<file path="src/rtl/lock_pkg.sv">
// Shared encodings and widths for the combination lock controller.
package lock_pkg;

    localparam int CODE_W  = 4;
    localparam int TRIES_W = 3;
    localparam int STATE_W = 3;

    typedef enum logic [STATE_W-1:0] {
        ST_SET     = 3'd0,
        ST_ARMED   = 3'd1,
        ST_CHECK   = 3'd2,
        ST_OPEN    = 3'd3,
        ST_LOCKOUT = 3'd4
    } state_t;

endpackage

</file>
<file path="src/rtl/lock_timer.sv">
// Loadable down-counter that holds at zero; shared by the OPEN and LOCKOUT dwell periods.
module lock_timer #(
    parameter int W = 5
) (
    input  logic         clk,
    input  logic         clr,
    input  logic         load,
    input  logic [W-1:0] load_val,
    input  logic         en,
    output logic         zero
);

    logic [W-1:0] cnt;

    // NOTE: sequential state uses non-blocking assignments only, and clr is
    // sampled inside the clocked block so the reset is synchronous.
    always_ff @(posedge clk) begin
        if (clr) begin
            cnt <= '0;
        end else if (load) begin
            cnt <= load_val;
        end else if (en && (cnt != '0)) begin
            cnt <= cnt - W'(1);
        end
    end

    assign zero = (cnt == '0);

endmodule

</file>
<file path="src/rtl/lock_controller.sv">
// Combination lock FSM: password entry, guess checking, timed open and lockout.
module lock_controller
    import lock_pkg::*;
#(
    parameter int MAX_TRIES      = 3,
    parameter int LOCKOUT_CYCLES = 16,
    parameter int OPEN_CYCLES    = 8
) (
    input  logic               clk,
    input  logic               clr,
    input  logic [CODE_W-1:0]  code,
    input  logic               commit,
    input  logic               reprog,
    output logic               sel,
    output logic               unlocked,
    output logic               alarm,
    output logic               fail,
    output logic [TRIES_W-1:0] tries_left,
    output logic [STATE_W-1:0] state
);

    localparam int TMR_MAX = (LOCKOUT_CYCLES > OPEN_CYCLES) ? LOCKOUT_CYCLES : OPEN_CYCLES;
    localparam int TMR_W   = $clog2(TMR_MAX + 1);
    localparam logic [TRIES_W-1:0] TRIES_INIT = TRIES_W'(MAX_TRIES);

    state_t             cur_st, nxt_st;
    logic [CODE_W-1:0]  pw, guess;
    logic               match, last_try;
    logic               tmr_load, tmr_en, tmr_zero;
    logic [TMR_W-1:0]   tmr_val;

    assign match    = (guess == pw);
    assign last_try = (tries_left <= TRIES_W'(1));

    // Timer runs N-1 down to 0 and the state exits on the edge after zero,
    // so OPEN and LOCKOUT each last exactly their parameter in cycles.
    assign tmr_load = (cur_st == ST_CHECK);
    assign tmr_val  = match ? TMR_W'(OPEN_CYCLES - 1) : TMR_W'(LOCKOUT_CYCLES - 1);
    assign tmr_en   = (cur_st == ST_OPEN) || (cur_st == ST_LOCKOUT);

    lock_timer #(.W(TMR_W)) u_timer (
        .clk      (clk),
        .clr      (clr),
        .load     (tmr_load),
        .load_val (tmr_val),
        .en       (tmr_en),
        .zero     (tmr_zero)
    );

    always_ff @(posedge clk) begin
        if (clr) cur_st <= ST_SET;
        else     cur_st <= nxt_st;
    end

    // NOTE: nxt_st gets a default before the case so no path leaves it
    // unassigned, which would otherwise infer a latch.
    always_comb begin
        nxt_st = cur_st;
        case (cur_st)
            ST_SET:     if (commit) nxt_st = ST_ARMED;
            ST_ARMED:   if (commit) nxt_st = ST_CHECK;
            ST_CHECK: begin
                if (match)         nxt_st = ST_OPEN;
                else if (last_try) nxt_st = ST_LOCKOUT;
                else               nxt_st = ST_ARMED;
            end
            ST_OPEN: begin
                if (reprog)        nxt_st = ST_SET;
                else if (tmr_zero) nxt_st = ST_ARMED;
            end
            ST_LOCKOUT: if (tmr_zero) nxt_st = ST_ARMED;
            default:    nxt_st = ST_SET;
        endcase
    end

    always_comb begin
        sel      = (cur_st != ST_SET);
        unlocked = (cur_st == ST_OPEN);
        alarm    = (cur_st == ST_LOCKOUT);
        state    = cur_st;
    end

    // Password, guess, retry budget and the registered fail pulse.
    always_ff @(posedge clk) begin
        if (clr) begin
            pw         <= '0;
            guess      <= '0;
            tries_left <= TRIES_INIT;
            fail       <= 1'b0;
        end else begin
            fail <= 1'b0;
            case (cur_st)
                ST_SET: if (commit) begin
                    pw         <= code;
                    tries_left <= TRIES_INIT;
                end
                ST_ARMED: if (commit) guess <= code;
                ST_CHECK: begin
                    if (match) begin
                        tries_left <= TRIES_INIT;
                    end else begin
                        fail       <= 1'b1;
                        tries_left <= (tries_left != '0) ? tries_left - TRIES_W'(1) : '0;
                    end
                end
                ST_LOCKOUT: if (tmr_zero) tries_left <= TRIES_INIT;
                default: ;
            endcase
        end
    end

endmodule

</file>
<file path="config.mk">
export PLATFORM = sky130hd
export DESIGN_NAME = lock_controller
export DESIGN_NICKNAME = d
export VERILOG_FILES = /design/src/rtl/lock_pkg.sv /design/src/rtl/lock_timer.sv /design/src/rtl/lock_controller.sv
export SDC_FILE = /design/constraint.sdc
export NUM_CORES = 1
export LEC_CHECK = 0
export ABC_AREA = 0
export BUFFER_PORTS_ARGS = -buffer_cell sky130_fd_sc_hd__buf_2
export CORE_UTILIZATION = 58
export CTS_CLUSTER_SIZE = 16
export DETAILED_ROUTE_END_ITERATION = 8
export PLACE_DENSITY = 0.89
export SYNTH_ARGS = -nofsm -noshare
export SYNTH_HDL_FRONTEND = slang
export SYNTH_SLANG_ARGS = --single-unit
</file>
<file path="constraint.sdc">
create_clock -name clk -period 4.1 [get_ports clk]
set_input_delay 0.205 -clock clk [delete_from_list [all_inputs] [get_ports clk]]
set_output_delay 0.205 -clock clk [all_outputs]
set_load 0.03 [all_outputs]
</file>
==> key figures <==
Run status
  • Run status: complete, no violations

Setup path
  • Startpoint Class: register
  • Critical path class: reg -> reg
  • Logic depth of the worst path, buffers included: 6
  • WP buf/inv: 1
  • Capturing element type of the critical path: register
  • Worst path arrival time: 2140 ps
  • Endpoint required time on the critical path: between 4000 and 5000 ps
  • Highest cell delay on the worst timing path: 540 ps
  • Largest delay contributor family on the critical path: compound AO/OA/AOI/OAI gates
  • Maximum net fanout on the critical path: 6
  • Internal reg-to-reg setup slack: 2150 ps
  • Depth of the worst register-to-register path: 6
  • Crit path launch: u_timer.cnt[0]$_SDFFE_PP0P_
  • Series of cell instances along the critical path: inv_1 > ha_1 > or4b_1 > o31a_1 > o31ai_1 > o311ai_1
  • Critical Path Slowest Stage Cell: or4b_1
  • Startpoint of the worst-slack reg-to-reg timing path: u_timer.cnt[0]$_SDFFE_PP0P_

Power
  • Final total power: around 420 uW
  • Internal power: between 200 and 300 uW
  • Power Dens Cells: around 370 mW/mm^2
  • Switching Fraction: 0.307
  • Fraction of power consumed by the clock network: 0.289
  • Peak supply drop: approximately 0.25 mV
  • P_sw: around 130 uW
  • Sequential share of power: 0.517
  • Proportion of power drawn by combinational gates: 0.195
  • Static leakage power: just over 0.0005 uW

Floorplan
  • I/O pin cnt: 18
  • Site row count: 14
  • Initial core utilization: 0.651
  • Area of the die: 0.00196 mm^2
  • Die span in y: around 44 um
  • Placeable core region: approximately 0.0016 mm^2
  • Die width: around 44 um

Logic synthesis
  • Largest area contributor in the netlist: dfxtp_1
  • Cell count after synthesis: about 120
  • Most used flip-flop cell after synthesis: dfxtp_1
  • Number of register bits inferred by synthesis: 20
  • Unique cell type count in the Yosys netlist: 43
  • Total standard cell area after synthesis: approximately 0.0010 mm^2
  • Share of synthesized area occupied by flip-flops and latches: 0.386
  • Post-synthesis net count: 127
  • Largest cells by area after synthesis: dfxtp_1, mux2i_1, nor2_1
  • Yosys Warn Count: 0
  • Number of flops mapped to enable cells by yosys: 0
  • Mean post-synth cell area: about 8.9 um^2
  • Fraction of synthesis flops using an asynchronous set or reset pin: 0
  • Portion of synthesized cell area occupied by the leading cell type: 0.386

Global route
  • Pin count of the biggest net entering global routing: 18
  • Gr usage total: 0.251
  • Number of antenna violations at the first check in global routing: 0
  • First-pass GRT wire length: 3.62 mm
  • Residual overflow from global routing: 0
  • Number of global-route vias before repair: ~900

Placement
  • Cell Count Post-Placement: 150
  • Number of I/O port buffers: 17
  • Final HPWL from detailed placement: between 1.5 and 2 mm
  • Final weighted congestion of routability-driven global placement: 0.808

Timing
  • Total negative slack for setup checks: 0 ps
  • Fin Clk Skew: approximately 1.5 ps
  • Final setup violation count: 0
  • RSZ-0062 raised after global routing: false
  • Slew @ Worst Pin: ~550 ps
  • Worst max-slew margin expressed relative to the limit: 0.628
  • Post-route minimum period: 1950 ps
  • Number of endpoints with negative hold slack in the final report: 0
  • Count of final max-slew check failures: 0
  • Highest achievable clock rate: roughly 500 MHz
  • Final Cycle Share: 0.476

CTS
  • Number of hold buffers added after CTS: 0
  • Clock tree from TritonCTS: done
  • Count of buffers added by post-CTS timing repair for setup: 0
  • CTS clk-pin slew, worst paths: 120 ps
  • Clk Latency, worst-skew pair: between 300 and 400 ps
  • Master cell of the clock root buffer: clkbuf_4
  • Number of buffers inserted during clock tree synthesis: 3
  • Clk sinks: 20
  • Number of levels in the clock H-tree: 1
  • Maximum buffer depth of the clock tree: 2
  • Number of gates given a new drive strength after cts: 0

Detailed routing
  • Routed len/inst: ~15 um
  • Iteration-0 DRC Markers: 25
  • Total wire length after detailed routing: 2.25 mm
  • Total vias in the final route: 947
  • Remaining antenna violation count: 0
  • Number of vias per cell after detailed routing: 6.15
  • Number of remaining DRC errors: 0
  • First-pass detailed-route iteration total: 5

Min path
  • Min-Delay Path Class: in -> reg
  • Source of the worst hold timing path: code[0]
  • Worst Hold Path Cells: 3

Final layout
  • Post-layout instance count excluding filler cells: about 150
  • Antenna fix cells: 0
  • Number of nets in the layout: about 140
  • Area overhead of the layout relative to synthesis: 11.0%
  • Count of fill cells added during filler insertion: roughly 130
  • Layout cell share with drive strength beyond 1: 0.185

Run
  • Maximum Capacitance Violations: 0
==> cell type report <==
class	instances	area (um^2)	area share
Clock buffer	4	36.3	0.0315
Inverter	7	26.3	0.0228
Tap cell	24	30.0	0.0261
Multi-Input combinational cell	82	573	0.498
Sequential cell	20	400	0.348
Timing Repair Buffer	17	85.1	0.0739
==> power by group through the flow <==
stage	clock [uW]	combinational, uW	sequential (uW)
global placement	0	76.3	220
detailed placement	0	80.9	222
global route	128	90.4	219
CTS	120	81.5	217
finish	122	82.1	218
floorplan	0	65.4	220
==> through the flow <==
step	setup WS, ps	util	area, um^2	hold WS [ps]
global placement	2290	0.699	1110	452
CTS	2140	0.722	1150	140
global route	2020	0.722	1150	142
finish	2150	0.722	1150	138
detailed placement	2160	0.699	1110	469
floorplan	1780	-	1040	352
==> cells by family (layout without fill, tap and decap cells) <==
kind of cell	after synthesis	count (layout)	synth area share
DFF	20	20	0.386
AOI/OAI and AO/OA	27	27	0.194
and+or+nand+nor	38	38	0.195
buffers and inverters	15	28	0.0615
adders and majority gates	2	2	0.0241
muxes	10	10	0.0965
xor gates and xnor gates	5	5	0.0422
==> cell usage after synthesis, types with 2 or more instances <==
cell / count
o21bai_1: 3
o21a_1: 2
inv_1: 7
ha_1: 2
xor2_1: 4
a21oi_1: 7
nand2_1: 6
buf_2: 2
dfxtp_1: 20
o31ai_1: 2
nor2_1: 17
mux2i_1: 10
nor3_1: 3
clkbuf_1: 3
==> worst reg2reg max path, stage by stage (launching register included) <==
cell and delay (ps):
dfxtp_1 350, inv_1 80, ha_1 140, or4b_1 540, o31a_1 340, o31ai_1 230, o311ai_1 140
==> sequential cells by signal, indices dropped and copies added, names as in the netlist <==
| register | count |
|---|---|
| pw | 4 |
| fail | 1 |
| state | 3 |
| u_timer.cnt | 5 |
| tries_left | 3 |
| guess | 4 |
==> routing by layer <==
layer,vias to the layer above,share of wire,global-route usage
li1,442,-,-
met1,442,0.44,0.310
met2,54,0.46,0.424
met3,9,0.079,0.0367
met4,0,0.022,0.127
met5,-,0,0
==> final timing paths <==
| path | end |
|---|---|
| worst max-delay path | tries_left[1]$_SDFFE_PP1P_ |
| worst min-delay path | guess[0]$_SDFFE_PP0P_ |
| worst max register to register | tries_left[1]$_SDFFE_PP1P_ |
| worst min register to register | u_timer.cnt[4]$_SDFFE_PP0P_ |
==> layout by cell type, fill, tap and decap left out, types with 2 or more instances in the layout <==
master,count
a21oi_1,7
buf_2,17
clkbuf_4,3
dfxtp_1,20
ha_1,2
inv_1,7
mux2i_1,10
nand2_1,6
nor2_1,17
nor3_1,3
o21a_1,2
o21bai_1,3
o31ai_1,2
xor2_1,4
(Power assumes the default switching activity.)
